### src/rtl/par_dcom.sv
// Packet-word decompressor: pops flagged words from the FIFO read port and
// replays each packet downstream under req/grant arbitration and valid/ready.
module par_dcom #(
  parameter int DSIZE = 4,
  parameter int PSIZE = 4
) (
  input  logic             rclk,
  input  logic             rrst_n,
  input  logic [DSIZE:0]   rdata,
  input  logic             rempty,
  output logic             r_en,
  output logic             req,
  input  logic             grant,
  output logic [DSIZE-1:0] data,
  output logic             valid,
  output logic             pkt_end,
  input  logic             ready,
  output logic [7:0]       pkt_cnt,
  output logic             len_err
);

  localparam int CW = $clog2(PSIZE) + 1;
  localparam logic [CW-1:0] CMAX = CW'(PSIZE);

  typedef enum logic [2:0] {IDLE, REQ, LOAD, SEND, DONE} state_t;

  state_t        state, state_nxt;
  logic [CW-1:0] beat_cnt;
  logic          accept;
  logic          load_first;
  logic          load_next;

  // NOTE: every signal written here gets a default first so no latch is inferred.
  always_comb begin
    accept     = (state == SEND) & valid & ready & grant;
    load_first = (state == LOAD) & ~rempty & grant;
    load_next  = accept & ~pkt_end & ~rempty;
    r_en       = load_first | load_next;
    state_nxt  = state;
    unique case (state)
      IDLE: if (!rempty) state_nxt = REQ;
      REQ:  if (grant) state_nxt = LOAD;
      LOAD: if (load_first) state_nxt = SEND;
      SEND: begin
        if (accept) begin
          if (pkt_end)      state_nxt = DONE;
          else if (rempty)  state_nxt = LOAD;
        end
      end
      DONE:    state_nxt = IDLE;
      default: state_nxt = IDLE;
    endcase
  end

  // NOTE: sequential state uses non-blocking assignments so all registers
  // update from the same pre-edge values.
  always_ff @(posedge rclk or negedge rrst_n) begin
    if (!rrst_n) state <= IDLE;
    else         state <= state_nxt;
  end

  always_ff @(posedge rclk or negedge rrst_n) begin
    if (!rrst_n) begin
      req      <= 1'b0;
      data     <= '0;
      valid    <= 1'b0;
      pkt_end  <= 1'b0;
      pkt_cnt  <= 8'd0;
      len_err  <= 1'b0;
      beat_cnt <= '0;
    end else begin
      // Bus is held from the request until the packet is closed out in DONE.
      req <= (state_nxt != IDLE);
      if (r_en) begin
        data     <= rdata[DSIZE-1:0];
        pkt_end  <= rdata[DSIZE];
        valid    <= 1'b1;
        beat_cnt <= (beat_cnt == CMAX) ? CMAX : beat_cnt + 1'b1;
        if (beat_cnt == CMAX && !rdata[DSIZE]) len_err <= 1'b1;
      end else if (accept) begin
        valid <= 1'b0;
      end
      if (state == DONE) begin
        pkt_cnt  <= pkt_cnt + 8'd1;
        beat_cnt <= '0;
      end
    end
  end

endmodule

### config.mk
export PLATFORM = sky130hd
export DESIGN_NAME = par_dcom
export DESIGN_NICKNAME = d
export VERILOG_FILES = /design/src/rtl/par_dcom.sv
export SDC_FILE = /design/constraint.sdc
export NUM_CORES = 1
export LEC_CHECK = 0
export ABC_AREA = 1
export CELL_PAD_IN_SITES_DETAIL_PLACEMENT = 0
export CELL_PAD_IN_SITES_GLOBAL_PLACEMENT = 1
export CORE_UTILIZATION = 32
export DETAILED_ROUTE_END_ITERATION = 6
export GPL_TIMING_DRIVEN = 0
export PLACE_DENSITY = 0.73
export RECOVER_POWER = 25
export SYNTH_ARGS = -nofsm -noshare
export SYNTH_HDL_FRONTEND = slang
export SYNTH_SLANG_ARGS = --single-unit
### constraint.sdc
create_clock -name rclk -period 1.1 [get_ports rclk]
set_input_delay 0.22 -clock rclk [delete_from_list [all_inputs] [get_ports rclk]]
set_output_delay 0.22 -clock rclk [all_outputs]
set_load 0.02 [all_outputs]
Yosys cells after proc, flatten, opt, wreduce, memory -nomap -nowiden

Cells that the tools add are included.
W data, S select, Z words.

Register bits after elaboration: 22
Bits in latches: 0
Memory bits (writable): 0
Bits in read-only memories: 0
Input port bits: 10
Output and inout port bits: 17
Word-level logic and storage cells: 44
Memories kept: 0

$add $sub $neg: 2
Multipliers: 0
Div/mod/pow operators: 0
Magnitude comparators: 0
Equality and inequality tests: 5
Shift operators: 0
Muxes and demuxes: 12
Bitwise logic cells: 10
Reduce and logical (&&, ||, !) cells: 7

Operators by type and width:

| operator              | count |
|---|---|
| $mux W3               | 9 |
| $pmux W3 S4           | 1 |
| $add A8 B1 Y8 const B | 1 |
| $and A1 B1 Y1         | 7 |
| $eq A3 B2 Y1 const B  | 2 |
| $eq A3 B3 Y1 const B  | 2 |
| $reduce_bool A2 Y1    | 2 |
| $add A3 B1 Y3 const B | 1 |
| $eq A3 B1 Y1 const B  | 1 |
| $logic_not A3 Y1      | 1 |
| $reduce_bool A3 Y1    | 1 |
| $mux W1               | 2 |
| $not A1 Y1            | 2 |
| $reduce_and A2 Y1     | 1 |
| $logic_and A1 B1 Y1   | 1 |
| $logic_not A1 Y1      | 1 |
| $or A1 B1 Y1          | 1 |

Depth between registers and ports, before layout

Gate-level depths: netlist of run 1.

Depth in word-level cells: 9
Gate-level depth with buffers: 8
Gate-level depth less buffers: 8

Worst setup path before layout of run 1

OpenSTA, ideal clock, no wires.

Kind: reg2out
Start: register valid
End: output port r_en
Data arrival time: 1065 ps
Required time: 880 ps
Setup slack: -185 ps
Cell stages (with the launch flop): 6
Buffers on the path: 1
Cells stage by stage: dfrtp_1 nand3_1 nor2_2 nand2_2 nand2_2 buf_6

Cells in the longest elaborated chain, start to end: 6

RTL lines:

| element                     | line | text |
|---|---|---|
| start: declaration          | 15   | `output logic valid,` |
| start signal: assignment    | 66   | `valid <= 1'b0;` |
| start signal: assignment    | 77   | `valid <= 1'b1;` |
| start signal: assignment    | 81   | `valid <= 1'b0;` |
| $and A1 B1 Y1 (3 in series) | 35   | `accept = (state == SEND) & valid & ready & grant;` |
| $and A1 B1 Y1 (2 in series) | 37   | `load_next = accept & ~pkt_end & ~rempty;` |
| $or A1 B1 Y1                | 38   | `r_en = load_first \| load_next;` |
| end: declaration            | 11   | `output logic r_en,` |

Every way passes these cells.

Worst setup path in the final report of run 1

Start: input port grant
End: output port r_en

Cells in the longest elaborated chain, start to end: 4
Elaborated cells on any way between the ends: 5
Classes of those cells: 5 x bitwise

RTL lines:

| element                     | line | text |
|---|---|---|
| start: declaration          | 13   | `input logic grant,` |
| $and A1 B1 Y1               | 35   |  |
| $and A1 B1 Y1 (2 in series) | 37   |  |
| $or A1 B1 Y1 (*)            | 38   |  |

Every way passes the cells marked *; elsewhere a longest branch is shown, timed or not.

==> out/qor.yml, run 1 <==
netlist_instances: 128
drive_gt1_share_pct: 41.30
syn_area_sq_um: 1090
drt-total-wl_um: 2739
arrival_ns: 1.40
seqCellArea_sq_um: 558.0
port-buffer-count: 26
power.leakage_nw: 0.8840
grt_overflow: 0
die_h_um: 60.36
dp_hpwl_um: 1607
cts_tree: "yes"
netSwitchingFraction_pct: 39.97
core_area_sq_um: 3153
postRouteAntennaNets: 0
crit_type: "in -> out"
syn_avg_cell_area_sq_um: 8.514
crit_path_top_delay_cell: "clkdlybuf4s50_1"
hold_viol_final: 0
ys_ff_latch: 22
wire_per_inst_um: 12.01
core.rowCount: 20
cts-root-buf: "clkbuf_4"
hold_path.class: "in -> async"
holdBufCountCts: 0
rsz0062_at_grt: "yes"
num-nets-final: 198
routed-via-count: 1039
clockBufferDepth: 2
p_seq_share_pct: 37.2
p_int_mw: 2.059
grt_max_degree: 23
numCtsBuffers: 3
clock_skew_ns: 0.001891
hold_ws_ns: 0.1217
gr-usage-all-layers_pct: 16.79
grt_pass1_vias: 1041
synth-seq-area-share_pct: 50.52
status: "finished with violations"
dr.first_iter.drc_count: 30
setup_slack_ns: -0.5247
drc_errors: 0
first_pass_iters: 4
cp_cell_sequence: "clkdlybuf4s50_1 -> nand3_2 -> nor2_4 -> nand2_2 -> nand2_2 -> buf_6 -> buf_6"
diodes: 0
multi_input_area_sq_um: 521.8
slowest_delay_ns: 0.52
violations: "setup timing"
drt-vias-per-instance: 4.557
fin_crit_sh_pct: 147.7
p_total_mw: 3.430
start_kind: "input port"
die_w_um: 60.36
switchingPower_mw: 1.371
syn-num-nets: 141
gp_congestion: 0.7507
grt_pass1_wl_um: 4485
start_util_pct: 34.56
yosysUniqueCellTypes: 19
area_delta_synth_final_pct: 59.24
min_period_ns: 1.625
critPathCaptureType: "output pin"
vdd_drop_max_uv: 789.7
slew_headroom_pct: 20.13
comb_power_share_pct: 51.4
io_pins: 27
maxSlewViolCount: 0
yosysWarnings: 0
max_freq_mhz: 615.5
die_area_sq_um: 3643
cts.clk_slew.worst_paths_ns: 0.12
worst_pin_slew_ns: 1.198
clk_latency_ns: 0.31
drv_cap: 0
cellPowerDensity_nw_per_um2: 1976
cp_max_fo: 4
dp_slack_ns: -1.100
numClockSinks: 22
h-tree-depth: 1
setup_viol: 27
fillerInstances: 305
antenna_found_initial: 0
clkPwrFrac_pct: 11.4
required_ns: 0.88
## layout by cell type, fill, tap and decap left out, types with 3 or more instances in the layout
cell type        netlist  routed
buf_4                  0      20
nand2_1               38      38
clkbuf_4               0       3
ha_1                   3       3
nand3_1                9       6
xor2_1                 3       3
clkdlybuf4s50_1        0       8
dfrtp_2                0       6
nand4_1                6       6
nand2_2                4       3
dfrtp_1               22      16
nor2_4                 1       4
nand3_2                2       3
nor2_2                 1       4
nor2_1                11       5
buf_6                  1      23
inv_1                 18      17
o21ai_2                3       3
## power groups by stage
stage	Sequential, mW	Combinational [mW]	Clock [mW]
floorplan	1.41	0.626	0
global route	1.30	1.92	0.450
CTS	1.25	1.52	0.410
finish	1.28	1.76	0.392
global placement	1.26	1.23	0
detailed placement	1.27	1.26	0
## per-layer routing
metal | vias up | share of wire, % | global-route usage [%]
met2 | 24 | 49 | 28.41
met3 | 9 | 3.9 | 2.559
met5 | - | 0 | 0
met4 | 0 | 3.2 | 9.967
met1 | 490 | 44 | 20.19
li1 | 516 | - | -
## cell families (layout without fill, tap and decap cells)
family	count (synthesis)	after routing	synth area share, %
AND/OR/NAND/NOR	72	72	30.20
flip-flops	22	22	50.52
buffers and inverters	20	76	7.577
AO/OA/AOI/OAI	6	6	4.019
XOR/XNOR	4	4	3.215
adder cells (fa/ha/maj)	3	3	3.445
multiplexers	1	1	1.033
## per-stage QoR
| step | TNS [ns] | std cells | cell area [sq um] | utilization [%] |
|---|---|---|---|---|
| after floorplan | -0.6311 | 128 | 1109 | - |
| after global placement | -17.02 | 198 | 1424 | 45.16 |
| after detailed placement | -17.69 | 198 | 1424 | 45.16 |
| after CTS | -5.470 | 222 | 1624 | 51.51 |
| after global routing | -8.905 | 228 | 1735 | 55.04 |
| final | -6.218 | 228 | 1735 | 55.04 |
## path summary, 6_finish.rpt
check	from	cells after the start	slack, ns	to
worst min-delay path	rrst_n	1	0.12	data[0]$_DFFE_PN0P_
max in group asynchronous	rrst_n	1	0.19	valid$_DFFE_PN0P_
worst min register to register	len_err$_DFFE_PN0P_	2	0.52	len_err$_DFFE_PN0P_
worst max register to register	state[1]$_DFF_PN0_	8	-0.37	pkt_cnt[7]$_DFFE_PN0N_
min in group rclk	rdata[3]	3	0.42	data[3]$_DFFE_PN0P_
worst max-delay path	grant	7	-0.52	r_en
## critical path: cells and delay by family
family                 cells  cell delay, ns
and+or+nand+nor            4            0.46
buffers and inverters      3            0.72
## sequential cells by signal (all words and copies together) (netlist names)
register  cells
valid         1
req           1
data          4
pkt_cnt       8
state         3
pkt_end       1
beat_cnt      3
len_err       1
## repair_timing
action	4_1_cts	5_1_grt
pin swaps	4	8
setup endpoints to repair	56	37
resized for setup	106	21
setup buffers	20	10
## cell usage after synthesis
library cell,n,area [sq um]
buf_6,1,11.26
dfrtp_1,22,550.5
ha_1,3,37.54
inv_1,18,67.56
inv_2,1,3.750
mux2_2,1,11.26
nand2_1,38,142.6
nand2_2,4,25.02
nand3_1,9,45.04
nand3_2,2,20.02
nand4_1,6,37.54
nor2_1,11,41.29
nor2_2,1,6.260
nor2_4,1,11.26
o21a_1,1,7.510
o21ai_0,2,10.01
o21ai_2,3,26.28
xnor2_1,1,8.760
xor2_1,3,26.28
## layout make-up
class,instances,area share (%)
clock buffers,4,1.514
inverters,19,4.398
repair buffers,52,28.05
well taps,44,3.172
flip-flops and latches,22,32.16
plain buffers,1,0.6489
multi-input cells,86,30.06
Note: power is estimated with default switching activity, not from simulation.
==> inputs of run 2 (changes only) <==
PLACE_DENSITY = 0.79   (was 0.73)
==> run 2 against run 1 <==
Clock power is 14% higher. Routed wire length is 2.5% lower. Die area stayed put. Total power hardly changed. Setup slack better by 0.019 ns. Maximum frequency is 1.2% higher. Clock-buffer cell count stayed put. Clock skew is 0.0074 ns higher. The run still ends with setup timing left. Critical endpoint unchanged. Largest power group unchanged.
==> out/qor.yml, run 2 (synthesis results as in run 1) <==
port-buffer-count: 26
setup_viol: 25
grt_pass1_vias: 968
required_ns: 0.88
worst_pin_slew_ns: 0.9937
clock_skew_ns: 0.009294
cellPowerDensity_nw_per_um2: 1960
final_common_cell: "nand2_1"
drt-vias-per-instance: 4.540
slew_headroom_pct: 33.75
grt_overflow: 0
start_util_pct: 34.56
fin_crit_sh_pct: 146.0
power.leakage_nw: 0.8808
die_h_um: 60.36
cp_max_fo: 3
top_regs: "pkt_cnt (8), data (4)"
violations: "setup timing"
setup_slack_ns: -0.5055
dp_hpwl_um: 1678
instances_no_fill: 226
routed-via-count: 1026
drt-total-wl_um: 2670
h-tree-depth: 1
vdd_drop_max_uv: 930.9
worst_path_most_repeated_cell: "buf_6"
max_freq_mhz: 622.9
io_pins: 27
antenna_found_initial: 0
die_w_um: 60.36
arrival_ns: 1.39
numCtsBuffers: 3
dr.first_iter.drc_count: 29
critPathCaptureType: "output pin"
drive_gt1_share_pct: 42.31
status: "finished with violations"
rsz0062_at_grt: "yes"
wire_per_inst_um: 11.81
crit_path_top_delay_cell: "dfrtp_2"
clk_latency_ns: 0.31
grt_pass1_wl_um: 4050
holdBufCountCts: 0
drc_errors: 0
diodes: 0
numClockSinks: 22
start_kind: "flip-flop"
final_cell_mix: "nand2_1 (37), buf_6 (22), buf_4 (19)"
num-nets-final: 196
die_area_sq_um: 3643
grt_max_degree: 23
gr-usage-all-layers_pct: 14.95
top_register: "pkt_cnt"
drv_cap: 0
clockBufferDepth: 2
place_inst: 198
tns_ns: -4.461
largest_reg_flops: 8
utilization_pct: 55.52
cts-root-buf: "clkbuf_4"
core.rowCount: 20
maxSlewViolCount: 0
postRouteAntennaNets: 0
slowest_delay_ns: 0.44
gp_congestion: 0.7631
crit_type: "reg -> out"
hold_path.class: "in -> async"
min_period_ns: 1.605
first_pass_iters: 4
core_area_sq_um: 3153
cts.clk_slew.worst_paths_ns: 0.13
cts_tree: "yes"
cp_cell_sequence: "buf_6 -> nor2_4 -> nand3_2 -> nand2_2 -> buf_6 -> buf_6"
area_delta_synth_final_pct: 60.62
hold_viol_final: 0
[run 2: changes by cell type in the layout (fill, tap and decap cells not counted), moves of 2 or more]
cell,delta
nor2_2,-2
nor2_4,+2
clkbuf_1,-2
inv_2,+2
[run 2: worst paths after layout]
path / start / cells after the start / to / slack [ns]
max: state[2]$_DFF_PN0_ / 6 / r_en / -0.51
min in group rclk: grant / 5 / state[1]$_DFF_PN0_ / 0.37
min reg2reg: len_err$_DFFE_PN0P_ / 2 / len_err$_DFFE_PN0P_ / 0.51
max in group asynchronous: rrst_n / 1 / state[2]$_DFF_PN0_ / 0.25
min: rrst_n / 1 / data[0]$_DFFE_PN0P_ / 0.18
max reg2reg: state[1]$_DFF_PN0_ / 7 / pkt_cnt[7]$_DFFE_PN0N_ / -0.29
[run 2: cell type report]
cell class,instances,area (sq um)
multi-input cells,86,543.0
fillers,301,1403
well taps,44,55.05
flip-flops and latches,22,558.0
clock buffers,4,36.28
plain buffers,1,11.26
inverters,19,71.32
repair buffers,50,475.5
[run 2: critical path: cells and delay by family, from the launching register on]
family,cells,cell delay (ns)
and+or+nand+nor,3,0.30
DFF,1,0.44
buffers and inverters,3,0.34
[run 2: what timing repair did]
item                       CTS  global route
setup buffers               18             8
pin swaps                    5             7
gates cloned                 0             0
setup endpoints to repair   57            37
gates resized for setup     89            40
[run 2: power breakdown]
| part | internal [mW] | switching (mW) | total (mW) |
|---|---|---|---|
| registers | 1.05 | 0.245 | 1.30 |
| clock network | 0.202 | 0.245 | 0.447 |
| logic | 0.808 | 0.876 | 1.68 |
[run 2: metal layers]
layer	share of wire [%]	wire (um)	vias to the layer above	global-route usage [%]
li1	-	-	514	-
met1	43	1146	487	19.38
met2	52	1389	21	25.12
met3	3.2	85	4	1.493
met4	1.8	48	0	6.977
met5	0	0	-	0
[run 2: stage by stage]
stage	cell area [sq um]	power (mW)	worst slack, ns	hold WS (ns)
4_1_cts	1573	3.113	-0.5263	0.2166
6_report	1750	3.432	-0.5055	0.1764
3_3_place_gp	1424	2.495	-1.086	0.4516
5_1_grt	1750	3.682	-0.5848	0.2557
3_5_place_dp	1424	2.538	-1.102	0.4480
2_1_floorplan	1109	2.035	-0.09503	-0.07559
